==> config.mk <==
export PLATFORM = sky130hd
export DESIGN_NAME = tsp_ram_arbiter
export DESIGN_NICKNAME = d
export VERILOG_FILES = /design/src/rtl/tsp_arb_pkg.sv /design/src/rtl/tsp_rr_pick.sv /design/src/rtl/tsp_ram_arbiter.sv
export SDC_FILE = /design/constraint.sdc
export NUM_CORES = 1
export LEC_CHECK = 0
export BUFFER_PORTS_ARGS = -buffer_cell sky130_fd_sc_hd__buf_2
export CAP_MARGIN = 20
export CORE_MARGIN = 8
export CORE_UTILIZATION = 38
export DETAILED_ROUTE_END_ITERATION = 7
export HOLD_SLACK_MARGIN = 0.08
export PLACE_DENSITY = 0.89
export SYNTH_ARGS = -nofsm -noshare
export SYNTH_HDL_FRONTEND = slang
export SYNTH_HIERARCHICAL = 1
export SYNTH_SLANG_ARGS = --single-unit
==> constraint.sdc <==
create_clock -name S_AXI_ACLK -period 3.52 [get_ports S_AXI_ACLK]
set_input_delay 0.352 -clock S_AXI_ACLK [delete_from_list [all_inputs] [get_ports S_AXI_ACLK]]
set_output_delay 0.352 -clock S_AXI_ACLK [all_outputs]
set_load 0.02 [all_outputs]
==> src/rtl/tsp_arb_pkg.sv <==
// Shared types for the logic_ram arbiter: FSM states, read-return tag, fixed AXI requester slots.
// Pure declarations; no timing or backpressure of its own.
package tsp_arb_pkg;

   typedef enum logic {
      ARB    = 1'b0,
      LOCKED = 1'b1
   } arb_state_e;

   // Tag index width bounds NUM_REQ to 16 requesters.
   localparam int TAG_IDX_BITS = 4;

   typedef struct packed {
      logic                    valid;
      logic [TAG_IDX_BITS-1:0] index;
   } rd_tag_t;

   localparam int REQ_AXI_RD = 0;
   localparam int REQ_AXI_WR = 1;

endpackage

==> src/rtl/tsp_rr_pick.sv <==
// One-hot round-robin selector: first set bit of req_vec searching upward from ptr, wrapping at N.
// Purely combinational, zero latency; nothing is held, pick_vld low when req_vec is empty.
module tsp_rr_pick #(
   parameter int N  = 4,
   parameter int IW = 2
) (
   input  logic [N-1:0]  req_vec,
   input  logic [IW-1:0] ptr,
   output logic [N-1:0]  pick_oh,
   output logic [IW-1:0] pick_idx,
   output logic          pick_vld
);

   logic [IW-1:0] j_idx;

   always_comb begin
      pick_oh  = '0;
      pick_idx = '0;
      pick_vld = 1'b0;
      j_idx    = '0;
      for (int k = 0; k < N; k++) begin
         j_idx = IW'((int'(ptr) + k) % N);
         if (!pick_vld && req_vec[j_idx]) begin
            pick_vld       = 1'b1;
            pick_oh[j_idx] = 1'b1;
            pick_idx       = j_idx;
         end
      end
   end

endmodule

==> src/rtl/tsp_ram_arbiter.sv <==
// Round-robin share of the logic_ram port with bounded burst lock; TSP_ARB_AXI_PRIORITY_EN favours AXI slots 0/1.
// Access hits the RAM one cycle after gnt, tagged read data returns two cycles after gnt; losers hold req until gnt.
module tsp_ram_arbiter
   import tsp_arb_pkg::*;
#(
   parameter int NUM_REQ    = 4,
   parameter int ADDR_BITS  = 11,
   parameter int DATA_WIDTH = 32,
   parameter int MAX_BURST  = 16
) (
   input  logic                            S_AXI_ACLK,
   input  logic                            S_AXI_ARESETN,
   input  logic [NUM_REQ-1:0]              req,
   input  logic [NUM_REQ-1:0]              req_lock,
   input  logic [NUM_REQ-1:0]              req_we,
   input  logic [NUM_REQ*ADDR_BITS-1:0]    req_addr,
   input  logic [NUM_REQ*DATA_WIDTH-1:0]   req_wdata,
   input  logic [NUM_REQ*DATA_WIDTH/8-1:0] req_wstrb,
   output logic [NUM_REQ-1:0]              gnt,
   output logic [NUM_REQ-1:0]              rd_valid,
   output logic [DATA_WIDTH-1:0]           rd_data,
   output logic                            mem_rden,
   output logic                            mem_wren,
   output logic [ADDR_BITS-1:0]            mem_address,
   output logic [DATA_WIDTH-1:0]           mem_wdata,
   output logic [DATA_WIDTH/8-1:0]         mem_wstrb,
   input  logic [DATA_WIDTH-1:0]           mem_rdata
);

   localparam int IW = (NUM_REQ > 1) ? $clog2(NUM_REQ) : 1;
   localparam int SW = DATA_WIDTH / 8;
   localparam int BW = $clog2(MAX_BURST);
   localparam logic [BW-1:0] BURST_LAST = BW'(MAX_BURST - 1);

   arb_state_e    state;
   logic [IW-1:0] ptr;
   logic [IW-1:0] owner;
   logic [BW-1:0] burst_cnt;
   logic [BW-1:0] cnt_nxt;
   rd_tag_t       tag_q1;
   rd_tag_t       tag_q2;

   logic [NUM_REQ-1:0] pick_oh;
   logic [IW-1:0]      pick_idx;
   logic               pick_vld;

`ifdef TSP_ARB_AXI_PRIORITY_EN
   localparam logic [NUM_REQ-1:0] AXI_MASK =
      NUM_REQ'((1 << REQ_AXI_RD) | (1 << REQ_AXI_WR));

   logic [NUM_REQ-1:0] axi_oh, oth_oh;
   logic [IW-1:0]      axi_idx, oth_idx;
   logic               axi_vld, oth_vld;

   // Both groups rotate off the shared ptr; AXI wins whenever it has anything pending.
   tsp_rr_pick #(.N(NUM_REQ), .IW(IW)) u_pick_axi (
      .req_vec (req & AXI_MASK),
      .ptr     (ptr),
      .pick_oh (axi_oh),
      .pick_idx(axi_idx),
      .pick_vld(axi_vld)
   );

   tsp_rr_pick #(.N(NUM_REQ), .IW(IW)) u_pick_oth (
      .req_vec (req & ~AXI_MASK),
      .ptr     (ptr),
      .pick_oh (oth_oh),
      .pick_idx(oth_idx),
      .pick_vld(oth_vld)
   );

   assign pick_oh  = axi_vld ? axi_oh  : oth_oh;
   assign pick_idx = axi_vld ? axi_idx : oth_idx;
   assign pick_vld = axi_vld | oth_vld;
`else
   tsp_rr_pick #(.N(NUM_REQ), .IW(IW)) u_pick (
      .req_vec (req),
      .ptr     (ptr),
      .pick_oh (pick_oh),
      .pick_idx(pick_idx),
      .pick_vld(pick_vld)
   );
`endif

   logic          acc;
   logic [IW-1:0] win_idx;
   logic          win_we;
   logic          win_lock;

   assign win_idx  = (state == ARB) ? pick_idx : owner;
   assign acc      = (state == ARB) ? pick_vld : req[owner];
   assign win_we   = req_we[win_idx];
   assign win_lock = req_lock[win_idx];
   assign cnt_nxt  = burst_cnt + 1'b1;

   always_comb begin
      gnt = '0;
      if (state == ARB)
         gnt = pick_oh;
      else if (req[owner])
         gnt[owner] = 1'b1;
      // Grants are withheld while the port is held in reset.
      gnt = gnt & {NUM_REQ{S_AXI_ARESETN}};
   end

   always_ff @(posedge S_AXI_ACLK or negedge S_AXI_ARESETN) begin
      if (!S_AXI_ARESETN) begin
         state       <= ARB;
         ptr         <= '0;
         owner       <= '0;
         burst_cnt   <= '0;
         mem_rden    <= 1'b0;
         mem_wren    <= 1'b0;
         mem_address <= '0;
         mem_wdata   <= '0;
         mem_wstrb   <= '0;
         tag_q1      <= '0;
         tag_q2      <= '0;
      end else begin
         mem_rden     <= acc & ~win_we;
         mem_wren     <= acc & win_we;
         tag_q1.valid <= acc & ~win_we;
         tag_q1.index <= TAG_IDX_BITS'(win_idx);
         tag_q2       <= tag_q1;
         if (acc) begin
            mem_address <= req_addr[win_idx*ADDR_BITS +: ADDR_BITS];
            mem_wdata   <= req_wdata[win_idx*DATA_WIDTH +: DATA_WIDTH];
            mem_wstrb   <= req_wstrb[win_idx*SW +: SW];
         end
         case (state)
            ARB: begin
               if (acc) begin
                  ptr <= (win_idx == IW'(NUM_REQ - 1)) ? '0 : win_idx + 1'b1;
                  // With MAX_BURST of 2 the first grant already exhausts the budget.
                  if (win_lock && (MAX_BURST > 2)) begin
                     state     <= LOCKED;
                     owner     <= win_idx;
                     burst_cnt <= BW'(1);
                  end
               end
            end
            LOCKED: begin
               if (!req[owner]) begin
                  state <= ARB;
               end else begin
                  burst_cnt <= cnt_nxt;
                  if (!win_lock || (cnt_nxt == BURST_LAST))
                     state <= ARB;
               end
            end
            default: state <= ARB;
         endcase
      end
   end

   always_comb begin
      rd_valid = '0;
      for (int i = 0; i < NUM_REQ; i++)
         rd_valid[i] = tag_q2.valid && (tag_q2.index == TAG_IDX_BITS'(i));
      rd_data = tag_q2.valid ? mem_rdata : '0;
   end

endmodule
==> impl_metrics.ini, run 1 <==
[synthesis]
synth_top_area_share_pct = 34.1
synth_top_family_by_area = simple AND/OR/NAND/NOR gates
synthSimpleGateAreaFrac_pct = 37.9
yosysTopAreaCell = dfrtp_1
synthesis.nets = 917
synth_adder_area_share_pct = 1.89
synthTopCellsByArea = dfrtp_1 34%, nand2_1 24%, o21ai_0 11%, nand3_1 5.1%, and2_1 4.5%
syn-mean-instance-area_um2 = 6.84
synth_most_common_cell = nand2_1
synth_area_um2 = 4620
ys_async_sr_fraction_pct = 100
synth_edf_count = 0
synth-compound-area-share_pct = 15.0
ys_ff_latch = 63
ys_types = 48
ys_seq_area_share_pct = 34.1
synthXorXnorAreaFrac_pct = 0.947
synthTopCellsByCount = 292 x nand2_1, 101 x o21ai_0, 63 x dfrtp_1, 47 x nand3_1, 33 x and2_1
muxShareOfSynthArea_pct = 4.82
synth_cells = 676
synth_ff_type = dfrtp_1
yosys_warnings = 6

[place]
gp_congestion = 0.945
dp_slack_ps = 107
hpwlAfterDp_mm = 13.6
io_buffers = 322

[detailed_routing]
wl_met1_mm = 6.61
routed_wirelength_mm = 17.4
wl_per_cell_um = 15.5
met3_length_mm = 1.70
detail_route.iter0.violations = 366
drcViolationCount = 0
first_pass_iters = 5
top_layer = met4
ant_nets = 0
met2_length_mm = 8.56
dr_total_vias = 5616
viasPerCell = 5.01

[sta]
finalSetupTns_ps = 0
setup_ws_ps = 54.6
post-route-min-period_ps = 3470
max_freq_mhz = 289
worst-slew-pin-transition_ps = 817
hold_viol_final = 0
setup_violations = 0
min_period_over_period_pct = 98.4
drv_slew = 0
grt_setup_unrepaired = no
maxSlewHeadroom_pct = 45.5
finClkSkew_ps = 6.97
worst_hold_slack_ps = 330

[global_route]
overflow = 0
antenna_found_initial = 0
grt_max_degree = 99
grt_pass1_vias = 5420
grt_first_pass_wirelength_mm = 27.0
grtUsageTotal_pct = 20.7

[pwr]
power-per-cell-area_nw_per_um2 = 1150
intPower_mw = 3.67
seq_power_share_pct = 18.9
p_comb_share_pct = 68.8
leakage_nw = 3.68
p_switching_mw = 3.98
switching_share_pct = 52.0
p_clk_share_pct = 12.4
ir_drop_mv = 0.756

[die]
die_x_um = 126
dieArea_um2 = 16000
row_count = 40
die_h_um = 126
floorplan.initialDensity_pct = 38.7
io_pins = 323
core-area_um2 = 12000

[setup_path]
critPathKind = flop to flop
critPathTopFamily = multiplexers
cp.required_ps = 3720
crit_buf_inv = 3
worstSetupStartpointType = flop
cpPeakStageDelay_ps = 410
critPathSlowestCell = dfrtp_2
path_cells = inv_1, ha_1, mux4_2, and2b_2, o21ai_0, o31ai_1, buf_4, mux2i_4, clkinv_2, mux2i_1, mux2_2, or2_1, mux2_4
worst-endpoint-arrival_ps = 3670
critPathMaxFanout = 6
cp-end-kind = flop

[clocking]
clock_path_buffers = 2
cts_tree = built
cts_sinks = 63
path_clk_slew_ps = 60
clock_latency_ps = 320
root_buffer = clkbuf_16
cts_buffers = 9
ctsHtreeMaxLevel = 3

[finish]
fin_nets = 1211
n_fill_cell = 1123
area_growth_pct = 44.0
n_antenna_cell = 0
drive_above_1_share_pct = 37.1

[worst_hold_path]
hold_path.class = input pin to async pin

[outcome]
status = complete, no violations

[run]
drv_cap = 0
==> cell usage in the layout, fill, tap and decap left out, types with 3 or more instances in the layout <==
| master | n |
|---|---|
| a21boi_0 | 3 |
| buf_2 | 322 |
| a22oi_1 | 9 |
| and3_1 | 3 |
| nand2_1 | 292 |
| mux2i_1 | 3 |
| nor2_1 | 6 |
| nor2b_1 | 4 |
| buf_12 | 3 |
| dfrtp_1 | 62 |
| xnor2_1 | 4 |
| o21ai_0 | 101 |
| nand2b_1 | 5 |
| buf_4 | 8 |
| nor3_1 | 3 |
| and2_1 | 32 |
| nand3_1 | 47 |
| mux2_2 | 3 |
| mux4_2 | 3 |
| ha_1 | 7 |
| clkbuf_16 | 9 |
| inv_1 | 6 |
==> final cells by class <==
cell class / instances / area, µm² / area share, %
Clock buffer: 11 / 233 / 3.49
Sequential cell: 63 / 1580 / 23.7
Inverter: 7 / 27.5 / 0.413
Multi-Input combinational cell: 556 / 2820 / 42.4
Timing Repair Buffer: 333 / 1730 / 26.0
Clock inverter: 5 / 82.6 / 1.24
Tap cell: 147 / 184 / 2.76
==> cell families (layout without fill, tap and decap cells) <==
logic type               Yosys count  in the layout
flip-flops                        63             63
buffers and inverters             57            356
adder cells (fa/ha/maj)            7              7
AO/OA/AOI/OAI                    126            126
AND/OR/NAND/NOR                  404            404
XOR/XNOR                           5              5
multiplexers                      14             14
==> worst paths after layout <==
check                           slack, ps                         end                start  cells past startpoint
worst min-delay path                  330    burst_cnt[0]$_DFFE_PN0P_        S_AXI_ARESETN                      2
worst max-delay path                   50        owner[0]$_DFFE_PN0P_   ptr[1]$_DFFE_PN0P_                     13
max in group asynchronous            2640  mem_address[3]$_DFFE_PN0P_        S_AXI_ARESETN                      2
worst max register to register         50        owner[0]$_DFFE_PN0P_   ptr[1]$_DFFE_PN0P_                     13
worst min register to register        340         tag_q2[1]$_DFF_PN0_  tag_q1[1]$_DFF_PN0_                      0
min in group S_AXI_ACLK               340         tag_q2[1]$_DFF_PN0_  tag_q1[1]$_DFF_PN0_                      0
==> state kept, by name, indices dropped and copies added, names as in the netlist <==
name         cells
tag_q2           3
burst_cnt        4
mem_wren         1
tag_q1           3
owner            2
mem_wdata       32
mem_wstrb        4
mem_address     11
state            1
ptr              2
==> per-layer routing <==
metal,global-route usage [%],up-vias
met5,0,-
li1,-,2823
met3,7.58,36
met2,36.4,290
met1,22.2,2467
met4,7.86,0
==> what timing repair did <==
item | in CTS | in global routing
buffers inserted | 0 | 2
resized for setup | 0 | 1
setup endpoints to repair | 0 | 11
hold buffers | 0 | 0
hold endpoints to repair | 0 | 0
==> through the flow <==
step                cells  power, mW  cell area [µm²]  util [%]
floorplan             676       5.27             4620         -
global placement     1104       6.56             6330      52.9
detailed placement   1104       6.72             6330      52.9
CTS                  1120       7.67             6640      55.5
global route         1122       8.43             6660      55.7
finish               1122       7.65             6660      55.7
==> power groups by stage <==
| stage | Sequential [mW] | Combinational [mW] | Clock [mW] |
|---|---|---|---|
| floorplan | 1.72 | 3.55 | 0 |
| global placement | 1.43 | 5.13 | 0 |
| detailed placement | 1.45 | 5.27 | 0 |
| CTS | 1.45 | 5.26 | 0.965 |
| global route | 1.50 | 5.93 | 0.996 |
| finish | 1.44 | 5.26 | 0.946 |
(Power assumes the default switching activity.)
==> inputs of run 2 (changes only) <==
MAX_ROUTING_LAYER = met4   (was unset)
==> impl_metrics.ini, run 2 (synthesis results as in run 1) <==
[die]
die_h_um = 126
row_count = 40
floorplan.initialDensity_pct = 38.7
core-area_um2 = 12000
io_pins = 323
dieArea_um2 = 16000
die_x_um = 126

[place]
gp_congestion = 0.963
io_buffers = 322
placed_cell_area_um2 = 6330
dp.cells = 1104
hpwlAfterDp_mm = 13.7
dp_slack_ps = 84.0

[detailed_routing]
ant_nets = 0
wl_per_cell_um = 15.4
detail_route.iter0.violations = 386
routed_wirelength_mm = 17.3
first_pass_iters = 4
dr_total_vias = 5603
drcViolationCount = 0
viasPerCell = 4.99

[finish]
drive_above_1_share_pct = 37.2
n_fill_cell = 1110
fin_nets = 1210
design_area_um2 = 6620
final_common_cell = buf_2
area_growth_pct = 43.2
reg.largest.list = mem_wdata x32, mem_address x11
mostFrequentLayoutCells = 322 x buf_2, 292 x nand2_1, 101 x o21ai_0
largest_reg_flops = 32
stdcell_count = 1122
top_register = mem_wdata

[global_route]
grtUsageTotal_pct = 21.5
antenna_found_initial = 0
grt_pass1_vias = 5478
grt_first_pass_wirelength_mm = 27.3
overflow = 0
grt_max_degree = 99

[clocking]
path_clk_slew_ps = 50
cts_hold_buf = 0
cts_buffers = 9
clock_latency_ps = 320
ctsHtreeMaxLevel = 3
clock_path_buffers = 2
cts_tree = built
cts_sinks = 63
root_buffer = clkbuf_16

[run]
drv_cap = 0

[sta]
setup_violations = 0
drv_slew = 0
min_period_over_period_pct = 95.7
hold_viol_final = 0
finClkSkew_ps = 8.28
grt_setup_unrepaired = no
finalSetupTns_ps = 0
max_freq_mhz = 297
post-route-min-period_ps = 3370
worst-slew-pin-transition_ps = 812
setup_ws_ps = 152
maxSlewHeadroom_pct = 45.9

[pwr]
leakage_nw = 3.66
power-per-cell-area_nw_per_um2 = 1140
power_mw = 7.52
ir_drop_mv = 0.970

[setup_path]
cpPeakStageDelay_ps = 430
cp-end-kind = flop
crit-reg2reg-capture = owner[0]$_DFFE_PN0P_
worstSetupStartpointType = flop
worst-r2r-setup-slack_ps = 150
worst-r2r-cell-count = 11
reg2reg_from = ptr[1]$_DFFE_PN0P_
critPathMaxFanout = 8
path_cells = inv_1, ha_1, mux4_2, buf_4, nor4_1, nor2_1, a32o_1, mux2i_4, mux2_2, or2_4, mux2_4
critPathKind = flop to flop
critPathSlowestCell = mux4_2
worst-endpoint-arrival_ps = 3570
cp.required_ps = 3720

[worst_hold_path]
hold_path.class = input pin to async pin

[outcome]
status = complete, no violations
==> run 2: cell types whose count changed in the layout (fill, tap and decap cells not counted), sizes merged <==
cell,delta
clkinv,-1
diode,+1
clkinvlp,+1
clkbuf,+2
bufinv,-2
buf,-1
==> run 2: stage by stage <==
step,hold slack [ps],util [%]
4_1_cts,349,55.2
5_1_grt,364,55.4
2_1_floorplan,56.4,-
3_3_place_gp,332,52.9
3_5_place_dp,337,52.9
6_report,328,55.4
==> run 2: timing repair <==
action                                 in CTS  in global routing
endpoints found under the hold margin       0                  0
gates resized for setup                     0                  3
setup buffers                               0                  1
setup endpoints to repair                   0                 12
==> run 2: cell type report <==
type	instances	area, µm²	share of cell area [%]
Timing Repair Buffer	332	1730	26.1
Antenna cell	1	2.50	0.0378
Inverter	7	27.5	0.416
Multi-Input combinational cell	556	2830	42.7
Clock buffer	13	260	3.93
Clock inverter	3	17.5	0.264
Tap cell	147	184	2.78
Sequential cell	63	1580	23.8
==> run 2: worst max-delay path: cells and delay by family, from the launching register on <==
kind | cells | cell delay (ps)
flip-flops | 1 | 420
AO/OA/AOI/OAI | 1 | 270
multiplexers | 4 | 1300
AND/OR/NAND/NOR | 3 | 620
adder cells (fa/ha/maj) | 1 | 370
buffers and inverters | 2 | 280
==> run 2: metal layers <==
metal | GRT usage (%) | up-vias | routed length [µm] | share of wire [%]
met5 | - | - | 0 | 0
met2 | 36.4 | 295 | 8260 | 48
met3 | 5.66 | 42 | 1430 | 8.3
li1 | - | 2816 | - | -
met1 | 23.6 | 2450 | 6970 | 40
met4 | 9.55 | 0 | 628 | 3.6
==> run 2: how the worst max path moves through the flow <==
stage                           end               start  slack, ps  cells after the start
2_1_floorplan  owner[0]$_DFFE_PN0P_  ptr[0]$_DFFE_PN0P_         10                     13
3_3_place_gp   owner[0]$_DFFE_PN0P_  ptr[1]$_DFFE_PN0P_        200                     13
3_5_place_dp   owner[0]$_DFFE_PN0P_  ptr[1]$_DFFE_PN0P_         80                     13
4_1_cts        owner[0]$_DFFE_PN0P_  ptr[1]$_DFFE_PN0P_         70                     13
5_1_grt          mem_wren$_DFF_PN0_  ptr[1]$_DFFE_PN0P_          8                     13
6_report       owner[0]$_DFFE_PN0P_  ptr[1]$_DFFE_PN0P_        150                     11
==> run 2: power breakdown <==
part	total [mW]	leakage [nW]	internal, mW	switching (mW)
logic	5.25	2.77	1.91	3.35
clock network	0.825	0.136	0.513	0.313
registers	1.44	0.760	1.15	0.291
total	7.52	3.66	3.57	3.95
